===== src/rtl/bd_encoder_if.sv =====
// bd_encoder handshake bundle: FPGA-side input word and BD-side output word.
// The encoder takes the slave view; the driving logic takes the master view.
interface bd_encoder_if;
  logic        in_v;
  logic        in_a;
  logic [3:0]  in_leaf_code;
  logic [63:0] in_payload;
  logic        out_v;
  logic        out_a;
  logic [20:0] out_d;
  logic        invalid_code;
  logic        busy;

  modport master (
    output in_v, in_leaf_code, in_payload, out_a,
    input  in_a, out_v, out_d, invalid_code, busy
  );

  modport slave (
    input  in_v, in_leaf_code, in_payload, out_a,
    output in_a, out_v, out_d, invalid_code, busy
  );
endinterface


===== src/rtl/bd_encoder.sv =====
// bd_encoder: splits a leaf payload into route-prefixed 21-bit BD words.
// Single-chunk leaves stream one word per cycle through the last-chunk reload.
module bd_encoder (
  input logic         clk,
  input logic         reset_n,
  bd_encoder_if.slave bus
);

  typedef enum logic {IDLE, SEND} state_t;

  state_t      state_q, state_n;
  logic [3:0]  code_q;
  logic [63:0] payload_q;
  logic [1:0]  cnt_q, cnt_n;
  logic        inv_q, inv_n;
  logic        load;
  logic        acc;
  logic        in_ok;
  logic        last;

  logic [5:0]  route;
  logic [4:0]  cw;
  logic [2:0]  ser;
  logic [5:0]  sh;
  logic [20:0] chunk;
  logic [20:0] mask;
  logic [20:0] word;

  assign in_ok = (bus.in_leaf_code < 4'd10);

  always_comb begin
    route = 6'd0;
    cw    = 5'd20;
    ser   = 3'd1;
    case (code_q)
      4'd1:    begin route = 6'b001000; cw = 5'd17; ser = 3'd2; end
      4'd2:    begin route = 6'b001001; cw = 5'd17; ser = 3'd2; end
      4'd3:    begin route = 6'b001010; cw = 5'd17; ser = 3'd2; end
      4'd4:    begin route = 6'b001011; cw = 5'd17; ser = 3'd2; end
      4'd5:    begin route = 6'b001100; cw = 5'd17; ser = 3'd1; end
      4'd6:    begin route = 6'b011010; cw = 5'd16; ser = 3'd4; end
      4'd7:    begin route = 6'b110110; cw = 5'd15; ser = 3'd1; end
      4'd8:    begin route = 6'b110111; cw = 5'd15; ser = 3'd1; end
      4'd9:    begin route = 6'b001110; cw = 5'd17; ser = 3'd1; end
      default: begin route = 6'd0;      cw = 5'd20; ser = 3'd1; end
    endcase
  end

  assign sh    = 6'(cnt_q) * 6'(cw);
  assign chunk = 21'(payload_q >> sh);
  assign mask  = (21'd1 << cw) - 21'd1;
  assign word  = (21'(route) << cw) | (chunk & mask);
  assign last  = (cnt_q == 2'(ser - 3'd1));

  always_comb begin
    state_n = state_q;
    cnt_n   = cnt_q;
    inv_n   = 1'b0;
    load    = 1'b0;
    acc     = 1'b0;
    case (state_q)
      IDLE: begin
        acc = 1'b1;
        if (bus.in_v) begin
          if (in_ok) begin
            load    = 1'b1;
            state_n = SEND;
          end else begin
            inv_n = 1'b1;
          end
        end
      end
      SEND: begin
        if (bus.out_a) begin
          if (last) begin
            acc = 1'b1;
            if (bus.in_v && in_ok) begin
              load = 1'b1;
            end else begin
              state_n = IDLE;
              inv_n   = bus.in_v;
            end
          end else begin
            cnt_n = cnt_q + 2'd1;
          end
        end
      end
      default: state_n = IDLE;
    endcase
  end

  always_ff @(posedge clk or negedge reset_n) begin
    if (!reset_n) begin
      state_q   <= IDLE;
      code_q    <= 4'd0;
      payload_q <= 64'd0;
      cnt_q     <= 2'd0;
      inv_q     <= 1'b0;
    end else begin
      state_q <= state_n;
      inv_q   <= inv_n;
      if (load) begin
        code_q    <= bus.in_leaf_code;
        payload_q <= bus.in_payload;
        cnt_q     <= 2'd0;
      end else begin
        cnt_q <= cnt_n;
      end
    end
  end

  // acc is gated so upstream sees no accept while held in reset
  assign bus.in_a         = reset_n & acc;
  assign bus.busy         = (state_q == SEND);
  assign bus.out_v        = (state_q == SEND);
  assign bus.out_d        = (state_q == SEND) ? word : 21'd0;
  assign bus.invalid_code = inv_q;

endmodule

===== src/flat_wrapper.sv =====
// flat-port wrapper written by rule: the top's interface ports become plain ports
module bd_encoder_flat 
  (clk, reset_n, bus_in_v, bus_in_leaf_code, bus_in_payload, bus_out_a, bus_in_a, bus_out_v, bus_out_d, bus_invalid_code, bus_busy);
  bd_encoder_if bus_i ();
  input logic clk;
  input logic reset_n;
  input wire logic [$bits(bus_i.in_v)-1:0] bus_in_v;
  input wire logic [$bits(bus_i.in_leaf_code)-1:0] bus_in_leaf_code;
  input wire logic [$bits(bus_i.in_payload)-1:0] bus_in_payload;
  input wire logic [$bits(bus_i.out_a)-1:0] bus_out_a;
  output wire logic [$bits(bus_i.in_a)-1:0] bus_in_a;
  output wire logic [$bits(bus_i.out_v)-1:0] bus_out_v;
  output wire logic [$bits(bus_i.out_d)-1:0] bus_out_d;
  output wire logic [$bits(bus_i.invalid_code)-1:0] bus_invalid_code;
  output wire logic [$bits(bus_i.busy)-1:0] bus_busy;
  assign bus_i.in_v = bus_in_v;
  assign bus_i.in_leaf_code = bus_in_leaf_code;
  assign bus_i.in_payload = bus_in_payload;
  assign bus_i.out_a = bus_out_a;
  assign bus_in_a = bus_i.in_a;
  assign bus_out_v = bus_i.out_v;
  assign bus_out_d = bus_i.out_d;
  assign bus_invalid_code = bus_i.invalid_code;
  assign bus_busy = bus_i.busy;
  bd_encoder u_core (.clk(clk), .reset_n(reset_n), .bus(bus_i));
endmodule

===== config.mk =====
export PLATFORM = sky130hd
export DESIGN_NAME = bd_encoder_flat
export DESIGN_NICKNAME = d
export VERILOG_FILES = /design/src/rtl/bd_encoder_if.sv /design/src/rtl/bd_encoder.sv /design/src/flat_wrapper.sv
export SDC_FILE = /design/constraint.sdc
export NUM_CORES = 1
export LEC_CHECK = 0
export CAP_MARGIN = 20
export CORE_MARGIN = 4
export CORE_UTILIZATION = 40
export DETAILED_ROUTE_END_ITERATION = 8
export GPL_TIMING_DRIVEN = 0
export PLACE_DENSITY = 0.64
export REMOVE_ABC_BUFFERS = 1
export SLEW_MARGIN = 10
export SYNTH_ARGS = -nofsm -noshare
export SYNTH_HDL_FRONTEND = slang
export SYNTH_SLANG_ARGS = --single-unit
export TNS_END_PERCENT = 100

===== constraint.sdc =====
create_clock -name clk -period 13.8 [get_ports clk]
set_input_delay 2.76 -clock clk [delete_from_list [all_inputs] [get_ports clk]]
set_output_delay 2.76 -clock clk [all_outputs]
set_load 0.005 [all_outputs]

[Word-level counts from Yosys, hierarchy flattened]
Memory sizes are Yosys's and may differ from the RTL's.
Index checks and enable logic that the tools add are counted.
Word-level totals
  word-level logic and storage cells: 47
  ROM bits: 224
  input bits: 72
  output and inout port bits: 25
  memories: 1
  register bits after elaboration: 72
Cells by class
  $mul: 1
  $lt $le $gt $ge: 1
  equal/unequal tests: 2
  mux-type cells: 23
  bitwise operators: 4
  add/sub/neg operators: 3
  shift-type cells: 3
  reductions and logical operators: 4
Memories
  (name not given): words 16, width 14, rd ports 1, clocked after memory_dff 0, wr ports 0, RTL line bd_encoder.sv:35  | case (code_q)
Operators with widths (count)
  64-bit by 6-bit >> shifter with 21-bit output: 1
  21-bit AND: 1
  21-bit 2-to-1 mux: 1
  21-bit bitwise OR: 1
  1-bit by 5-bit << shifter with 21-bit output (first input constant): 1
  6-bit by 5-bit << shifter with 21-bit output: 1
  21-bit by 1-bit subtractor with 21-bit output (second input constant): 1
  1-bit 2-to-1 mux: 14
  2-bit 2-to-1 mux: 4
  1-bit case mux with 2 select lines: 4
  2-bit by 5-bit multiplier with 6-bit output: 1
  4-bit less-than comparator (second input constant): 1
  2-bit nonzero test: 2
  3-bit AND reduction: 1
  2-bit by 1-bit adder with 2-bit output (second input constant): 1
  2-bit equality test: 1
  2-bit by 1-bit != test with 1-bit output (second input constant): 1
  2-bit by 1-bit subtractor with 2-bit output (second input constant): 1
  1-bit AND: 1
  1-bit logical AND: 1
  1-bit NOT: 1

[Longest topological paths before layout]
Gate-level depths: netlist of run 1.
  word-level depth: 8
  gate-level depth with buffers: 16
  mapped depth without buffers: 12

[Least setup slack after synthesis of run 1]
No wires, ideal clock.
  path kind: register to output
  from: register u_core.code_q[3]
  to: output port bus_out_d[9]
  arrival: 3.590 ns
  required time: 11.040 ns
  path buffers: 4
  stages on the path, launching flop included: 15
  slack: 7.450 ns
  cell sequence: dfrtp_1 > buf_4 > nor4b_1 > a31oi_1 > nor2b_1 > ha_1 > fa_1 > xor2_1 > buf_2 > buf_1 > clkbuf_1 > nand2_1 > a31oi_1 > o21ai_0 > o22ai_1
Between the ends
  cells in the longest elaborated chain, start to end: 6
  elaborated cells on any way between the ends: 9
RTL lines
  from (decl): RTL line bd_encoder.sv:12  | logic [3:0] code_q;
  from (signal assigned): RTL line bd_encoder.sv:103  | code_q <= bus.in_leaf_code;
  memory read 16 x 14 bit *
  2-bit by 5-bit multiplier with 6-bit output or 1-bit by 5-bit << shifter with 21-bit output (tied branches): RTL line bd_encoder.sv:49, bd_encoder.sv:51
  64-bit by 6-bit >> shifter with 21-bit output or 21-bit by 1-bit subtractor with 21-bit output (tied branches): RTL line bd_encoder.sv:50, bd_encoder.sv:51
  21-bit AND: RTL line bd_encoder.sv:52  | assign word = (21'(route) << cw) | (chunk & mask);
  21-bit bitwise OR *: RTL line bd_encoder.sv:52
  21-bit 2-to-1 mux *: RTL line bd_encoder.sv:116  | assign bus.out_d = (state_q == SEND) ? word : 21'd0;
  to (decl): RTL line flat_wrapper.sv:13  | output wire logic [$bits(bus_i.out_d)-1:0] bus_out_d;
Mark *: on every way between the ends. The rest lies on a longest branch, timed or not.

[Worst setup path in the final report of run 1]
  from: register u_core.code_q[2]
  to: output port bus_out_d[3]
Same word-level chain as after synthesis.

==> metrics.md, run 1 <==
| Metric | Value |
|---|---|
| Total via count in the routed design | `5726` |
| Synthesized area per cell | `11.2 um^2` |
| Largest area contributor in the synthesized netlist | `dfrtp_1` |
| Antenna violation net count after detailed routing | `0` |
| Number of max-cap violations | `0` |
| Post-synthesis share of cell area spent on full adders, half adders and majority gates | `0.0122` |
| Slew HR | `0.377` |
| Chip width | `138 um` |
| Net count reported at finish | `747` |
| Leading cell types by total area after synthesis | `dfrtp_1, mux4_2, mux2_2` |
| Critical path start-end classification | `flip-flop to output port` |
| Slowest cell on crit path | `xor2_2` |
| Violation count after the first detailed-route iteration | `489` |
| Final-layout setup total negative slack | `0 ps` |
| Global-route wire length before repair | `34.8 mm` |
| Worst Tran Pin Value | `934 ps` |
| Critical Path Max Stage Delay | `780 ps` |
| Share of final-layout standard cells stronger than drive strength 1 | `0.264` |
| Fill cell count | `1510` |
| Register area share after synthesis | `0.266` |
| Final Setup Violations | `0` |
| Combinational family with the most area after synthesis | `multiplexers` |
| Critical path required time | `11040 ps` |
| Total wirelength of the detailed-routed design | `22.0 mm` |
| Number of top-level design ports | `97` |
| Cell-by-cell trace of the critical path | `nor4b_1, a31oi_1, nor2b_1, ha_2, fa_4, a21o_1, a21oi_1, xor2_2, nand2_1, a2111oi_0, a21oi_1, o21ai_0, clkdlybuf4s50_1` |
| Root Driver | `clkbuf_16` |
| Kind of cell adding the most delay to the critical path | `compound AO/OA/AOI/OAI gates` |
| Core footprint | `16600 um^2` |
| Area share of the largest cell type after synthesis | `0.266` |
| Initial antenna violation count | `0` |
| Area share of xor/xnor cells in the synthesized design | `0.0142` |
| Post-DP Area | `7940 um^2` |
| Number of vias per cell | `6.41` |
| Layout area overhead | `22.2%` |
| Hold-fix buffers at CTS | `0` |
| Height of the chip | `138 um` |
| Synth Cell Area | `6770 um^2` |
| Max Clock Skew | `10.9 ps` |
| Routed length per instance | `24.6 um` |
| Clock tree from TritonCTS | `yes` |
| Largest net degree at the start of global routing | `64` |
| Max Fclk | `0.118 GHz` |
| Pre-Repair DR Iteration Count | `6` |
| Worst min-delay path category | `flip-flop to flip-flop` |
| Total Routing Usage GR | `0.230` |
| Worst-Skew Late Latency | `350 ps` |
| Worst Setup Start Kind | `flip-flop` |
| Share of flip-flops with an asynchronous set or reset | `1.00` |
| Multiplexer fraction of the synthesized cell area | `0.420` |
| Total Die Area | `19100 um^2` |
| Number of setup buffers added after CTS | `0` |
| Finished layout cell area | `8270 um^2` |
| Final HPWL DP | `16.7 mm` |
| Clock edge transition at the registers on the reported setup and hold paths | `60 ps` |
| Buffering stage count on the worst path with inverters included | `1` |
| Minimum clock period after layout | `8500 ps` |
| Remaining design rule violation count | `0` |
| Number of flip-flops and latches in the synthesized netlist | `72` |
| Number of inserted diodes | `0` |
| Placement Rows | `47` |
| Most frequent cell on the critical path | `a21oi_1` |
| Yosys warns | `0` |
| Number of distinct library cell variants in the gate-level netlist after synthesis | `64` |
| Placer's final routability congestion estimate | `0.955` |
| Initial cell density of the core | `0.408` |
| Endpoint kind of the worst setup timing path | `output port` |
| Total of cells resized after clock tree synthesis | `0` |
| Number of H-tree levels | `3` |
| Ys flop type | `dfrtp_1` |
| Status | `complete, no violations` |
| CTS buffer count | `9` |
| Critical path fanouts, max | `20` |
| Total overflow reported by the global router | `0` |
| Vias in the first global route | `5608` |
| CTS Buffer Depth | `2` |
| Post-synth EDFFs | `0` |
| Fraction of the mapped netlist area in simple logic gates | `0.0955` |
| Number of failing hold endpoints at the final stage | `0` |
| Cells after Synth | `607` |
| Share of the cycle needed by the critical path after routing | `0.616` |
| Clock sink count | `72` |
| IO Port Bufs | `96` |
| Final-report max-slew violation count | `0` |
| Share of the synthesized area in compound gates (AO/OA/AOI/OAI) | `0.138` |
| WP data arrival | `5740 ps` |
| RSZ-0062 raised after global routing | `no` |
flip-flops by register name, summed over array words and instances, names as in the netlist:
| name | flops |
|---|---|
| u_core.bus.busy | 1 |
| u_core.bus.invalid_code | 1 |
| u_core.code_q | 4 |
| u_core.cnt_q | 2 |
| u_core.payload_q | 64 |
cell families (layout without fill, tap and decap cells):
family | count (synthesis) | after routing
flip-flops | 72 | 72
adder cells (fa/ha/maj) | 6 | 6
multiplexers | 182 | 182
AO/OA/AOI/OAI | 139 | 139
buffers and inverters | 62 | 127
other | 1 | 2
AND/OR/NAND/NOR | 134 | 134
XOR/XNOR | 11 | 11
cell type report:
type	instances	area (um^2)	area share
sequential	72	1800	0.218
inverter	4	15.0	0.00181
tap	220	275	0.0333
multi-input combinational	474	4690	0.567
clock inverter	6	93.8	0.0113
clock buffer	9	225	0.0272
timing repair buffer	108	1170	0.141
worst paths after layout:
kind | start | to | slack [ps] | cells after the start
worst max-delay path | u_core.code_q[2]$_DFFE_PN0P_ | bus_out_d[3] | 5300 | 13
worst min-delay path | u_core.payload_q[0]$_DFFE_PN0P_ | u_core.payload_q[0]$_DFFE_PN0P_ | 520 | 1
worst max register to register | u_core.code_q[2]$_DFFE_PN0P_ | u_core.payload_q[31]$_DFFE_PN0P_ | 10790 | 8
worst min register to register | u_core.payload_q[0]$_DFFE_PN0P_ | u_core.payload_q[0]$_DFFE_PN0P_ | 520 | 1
max in group asynchronous | reset_n | u_core.bus.busy$_DFF_PN0_ | 10880 | 2
min in group asynchronous | reset_n | u_core.payload_q[37]$_DFFE_PN0P_ | 2340 | 1
synth_stat cells, types with 19 or more instances:
cell type / n
clkbuf_1: 19
a21oi_1: 33
nor2_1: 26
buf_2: 19
mux2i_1: 39
dfrtp_1: 72
o21ai_0: 23
nand2_1: 55
a22oi_1: 22
mux2_2: 71
mux4_2: 63
layer usage:
| layer | wire length (um) | vias to the layer above | part of all wire | global-route usage |
|---|---|---|---|---|
| met5 | 0 | - | 0 | 0 |
| met4 | 276 | 0 | 0.013 | 0.0489 |
| met2 | 10800 | 225 | 0.49 | 0.370 |
| li1 | - | 2531 | - | - |
| met1 | 9680 | 2947 | 0.44 | 0.335 |
| met3 | 1270 | 23 | 0.058 | 0.0325 |
cell usage in the layout, fill, tap and decap left out, types with 5 or more instances in the layout:
cell	Yosys	final
mux2_2	71	71
mux2i_1	39	39
clkdlybuf4s50_1	0	95
and2_1	8	8
mux4_2	63	63
mux4_1	9	9
a31oi_1	12	12
nor2_1	26	26
nand2b_1	5	5
nand3_1	12	12
nand4_1	5	5
clkbuf_16	0	9
a221oi_1	5	5
a22oi_1	22	22
nor3_1	5	5
nor2b_1	7	7
dfrtp_1	72	72
a211oi_1	6	6
o22ai_1	5	5
nand2_1	55	55
o21ai_0	23	23
a21oi_1	33	33
through the flow:
step                worst slack, ps  hold slack [ps]   util  cells
global placement               3870              503  0.462    866
global route                   4920              548  0.499    893
finish                         5300              524  0.499    893
floorplan                      6110              476      -    550
detailed placement             5720              507  0.479    877
CTS                            5310              528  0.498    892
Power of run 1 is not shown: default switching activity piles up to over one toggle a cycle in this logic, so the estimate is an artifact.
==> inputs of run 2 (changes only) <==
==> constraint.sdc (replaced) <==
create_clock -name clk -period 8.9 [get_ports clk]
set_input_delay 1.78 -clock clk [delete_from_list [all_inputs] [get_ports clk]]
set_output_delay 1.78 -clock clk [all_outputs]
set_load 0.005 [all_outputs]
==> results of run 2 <==
Same layout as run 1 (identical final DEF). Status: complete, no violations.
Among the figures that moved: setup slack after placement 5720 ps -> 1800 ps; setup slack after layout 5300 ps -> 1380 ps; register-to-register setup slack 10790 ps -> 5890 ps
Power of run 2 is left out for the same reason.
==> variant, RTL diff (flow settings as in run 2) <==
Reset style: synchronous (`reset_n`), changed in one clocked block.
--- a/src/rtl/bd_encoder.sv
+++ b/src/rtl/bd_encoder.sv
@@ -90,5 +90,5 @@
   end
 
-  always_ff @(posedge clk or negedge reset_n) begin
+  always_ff @(posedge clk) begin
     if (!reset_n) begin
       state_q   <= IDLE;
Formal check against the unedited RTL: differs if reset_n is asserted again (counterexample within 4 cycles, from zero or initial values and one cycle with reset_n low); with reset_n held inactive, the same outputs for 10 cycles.
==> variant against run 2 <==
  * Design area increased by 15%
  * Area after synthesis up 17%
  * Routed wire length grew 16%
  * Non-clock buffer count up 5
  * Critical path depth shrank 1
  * Die area rose by 16%
  * Critical endpoint is now bus_out_d[13]
  * Worst setup slack improved by 0.48 ns
  * Sequential cell count grew 11
Power is left out: it rests on default switching activity, and per cell area and clock period it moved more than threefold.
==> variant: results (changes against run 2) <==
STA
  – Post-Route Skew: 0.00678 ns (-0.00416 ns)
  – Headroom to the max-slew limit: 24.1% (-14 points)

Route
  – Routed len/inst: 21.2 um (-14%)
  – Initial drt markers: 905 (+85%)
  – Vias per cell: 6.22 (-3.0%)

Cells and area
  – Fraction of layout cells with a size suffix above 1: 11.9% (-15 points)
  – Nets: 1,013 (+36%)
  – Filler Cell Count: 1,871 (+24%)

Worst setup path
  – Launching point of the worst reg2reg path: u_core.bus.busy$_SDFF_PN0_
  – Crit path largest cell delay: 0.93 ns (+0.15 ns)
  – FF-to-FF path depth: 7 (-1)
  – CP delay by family, top: buffers and inverters
  – Slowest CP cell: fa_2
  – Max FO, Critical Path: 24 (+20%)
  – Worst setup endpoint: bus_out_d[13]
  – Signal arrival time at the worst endpoint: 5.26 ns (-0.48 ns)

Global route
  – First-pass GRT wire length: 39,700 um (+14%)
  – Vias in the first global route: 6,965 (+24%)
  – GR Util All Layers: 22.5% (-0.55 points)

Logic synthesis
  – Most frequent cells after synthesis: mux2i_1 (185), dfxtp_1 (83), nor2b_1 (70)
  – Ys async rst share: 0% (-100 points)
  – Synth area leaders: mux2i_1 (23%), dfxtp_1 (21%), mux4_2 (11%)
  – Primary FF master, synth: dfxtp_1

Status
  – Outcome: finished clean

Placed design
  – Gpl congestion: 0.974 (+1.9%)
  – Hpwl dp: 19,100 um (+15%)
-- variant: metrics by stage --
step | TNS (ns) | setup slack, ns | instances | cell area (um2) | hold WS, ns
after detailed placement | 0 | 2.28 | 1188 | 9180 | 0.526
final | 0 | 1.86 | 1205 | 9480 | 0.535
after global placement | -46.98 | -0.754 | 1172 | 8800 | 0.523
after global routing | 0 | 1.58 | 1205 | 9480 | 0.571
after CTS | 0 | 1.90 | 1204 | 9480 | 0.543
after floorplan | 0 | 1.65 | 811 | 7500 | 0.482
-- variant: area by class of cell --
cell class | count | share of cell area, %
clock buffer | 12 | 2.81
inverter | 12 | 0.475
timing repair buffer | 113 | 13.5
tap | 265 | 3.50
clock inverter | 4 | 0.356
multi-input combinational | 716 | 61.8
sequential | 83 | 17.5
-- variant: worst min path at each step --
| stage | slack, ns | depth (start not counted) | startpoint | to |
|---|---|---|---|---|
| after floorplan | 0.48 | 2 | u_core.payload_q[0]$_SDFFE_PN0P_ | u_core.payload_q[0]$_SDFFE_PN0P_ |
| after global placement | 0.52 | 2 | u_core.payload_q[0]$_SDFFE_PN0P_ | u_core.payload_q[0]$_SDFFE_PN0P_ |
| after detailed placement | 0.53 | 2 | u_core.payload_q[0]$_SDFFE_PN0P_ | u_core.payload_q[0]$_SDFFE_PN0P_ |
| after CTS | 0.54 | 2 | u_core.payload_q[0]$_SDFFE_PN0P_ | u_core.payload_q[0]$_SDFFE_PN0P_ |
| after global routing | 0.57 | 2 | u_core.payload_q[0]$_SDFFE_PN0P_ | u_core.payload_q[0]$_SDFFE_PN0P_ |
| final | 0.53 | 2 | u_core.payload_q[0]$_SDFFE_PN0P_ | u_core.payload_q[0]$_SDFFE_PN0P_ |
-- variant: kinds of logic (layout without fill, tap and decap cells) --
group           count (synthesis)  in the layout  share of synthesized area (%)
flops                          83             83                           21.0
xor+xnor                        9              9                          0.998
buf+inv                        94            141                           5.60
compound gates                193            193                           16.2
mux                           246            246                           37.8
fa+ha+maj                       6              6                           1.04
simple gates                  262            262                           17.3
-- variant: worst reg2reg max path, stage by stage, from the launching register on --
cell and delay (ns):
dfxtp_1 0.99, clkinv_1 0.62, nand3_1 0.24, mux2i_1 0.09, nor3_1 0.60, inv_2 0.18, o21ai_1 0.22, o211ai_1 0.11
-- variant: routing by layer --
metal / wire [um] / GRT usage [%]
met1: 11300 / 31.9
met2: 11300 / 33.7
met3: 1910 / 3.78
met4: 1050 / 9.88
met5: 0 / 0
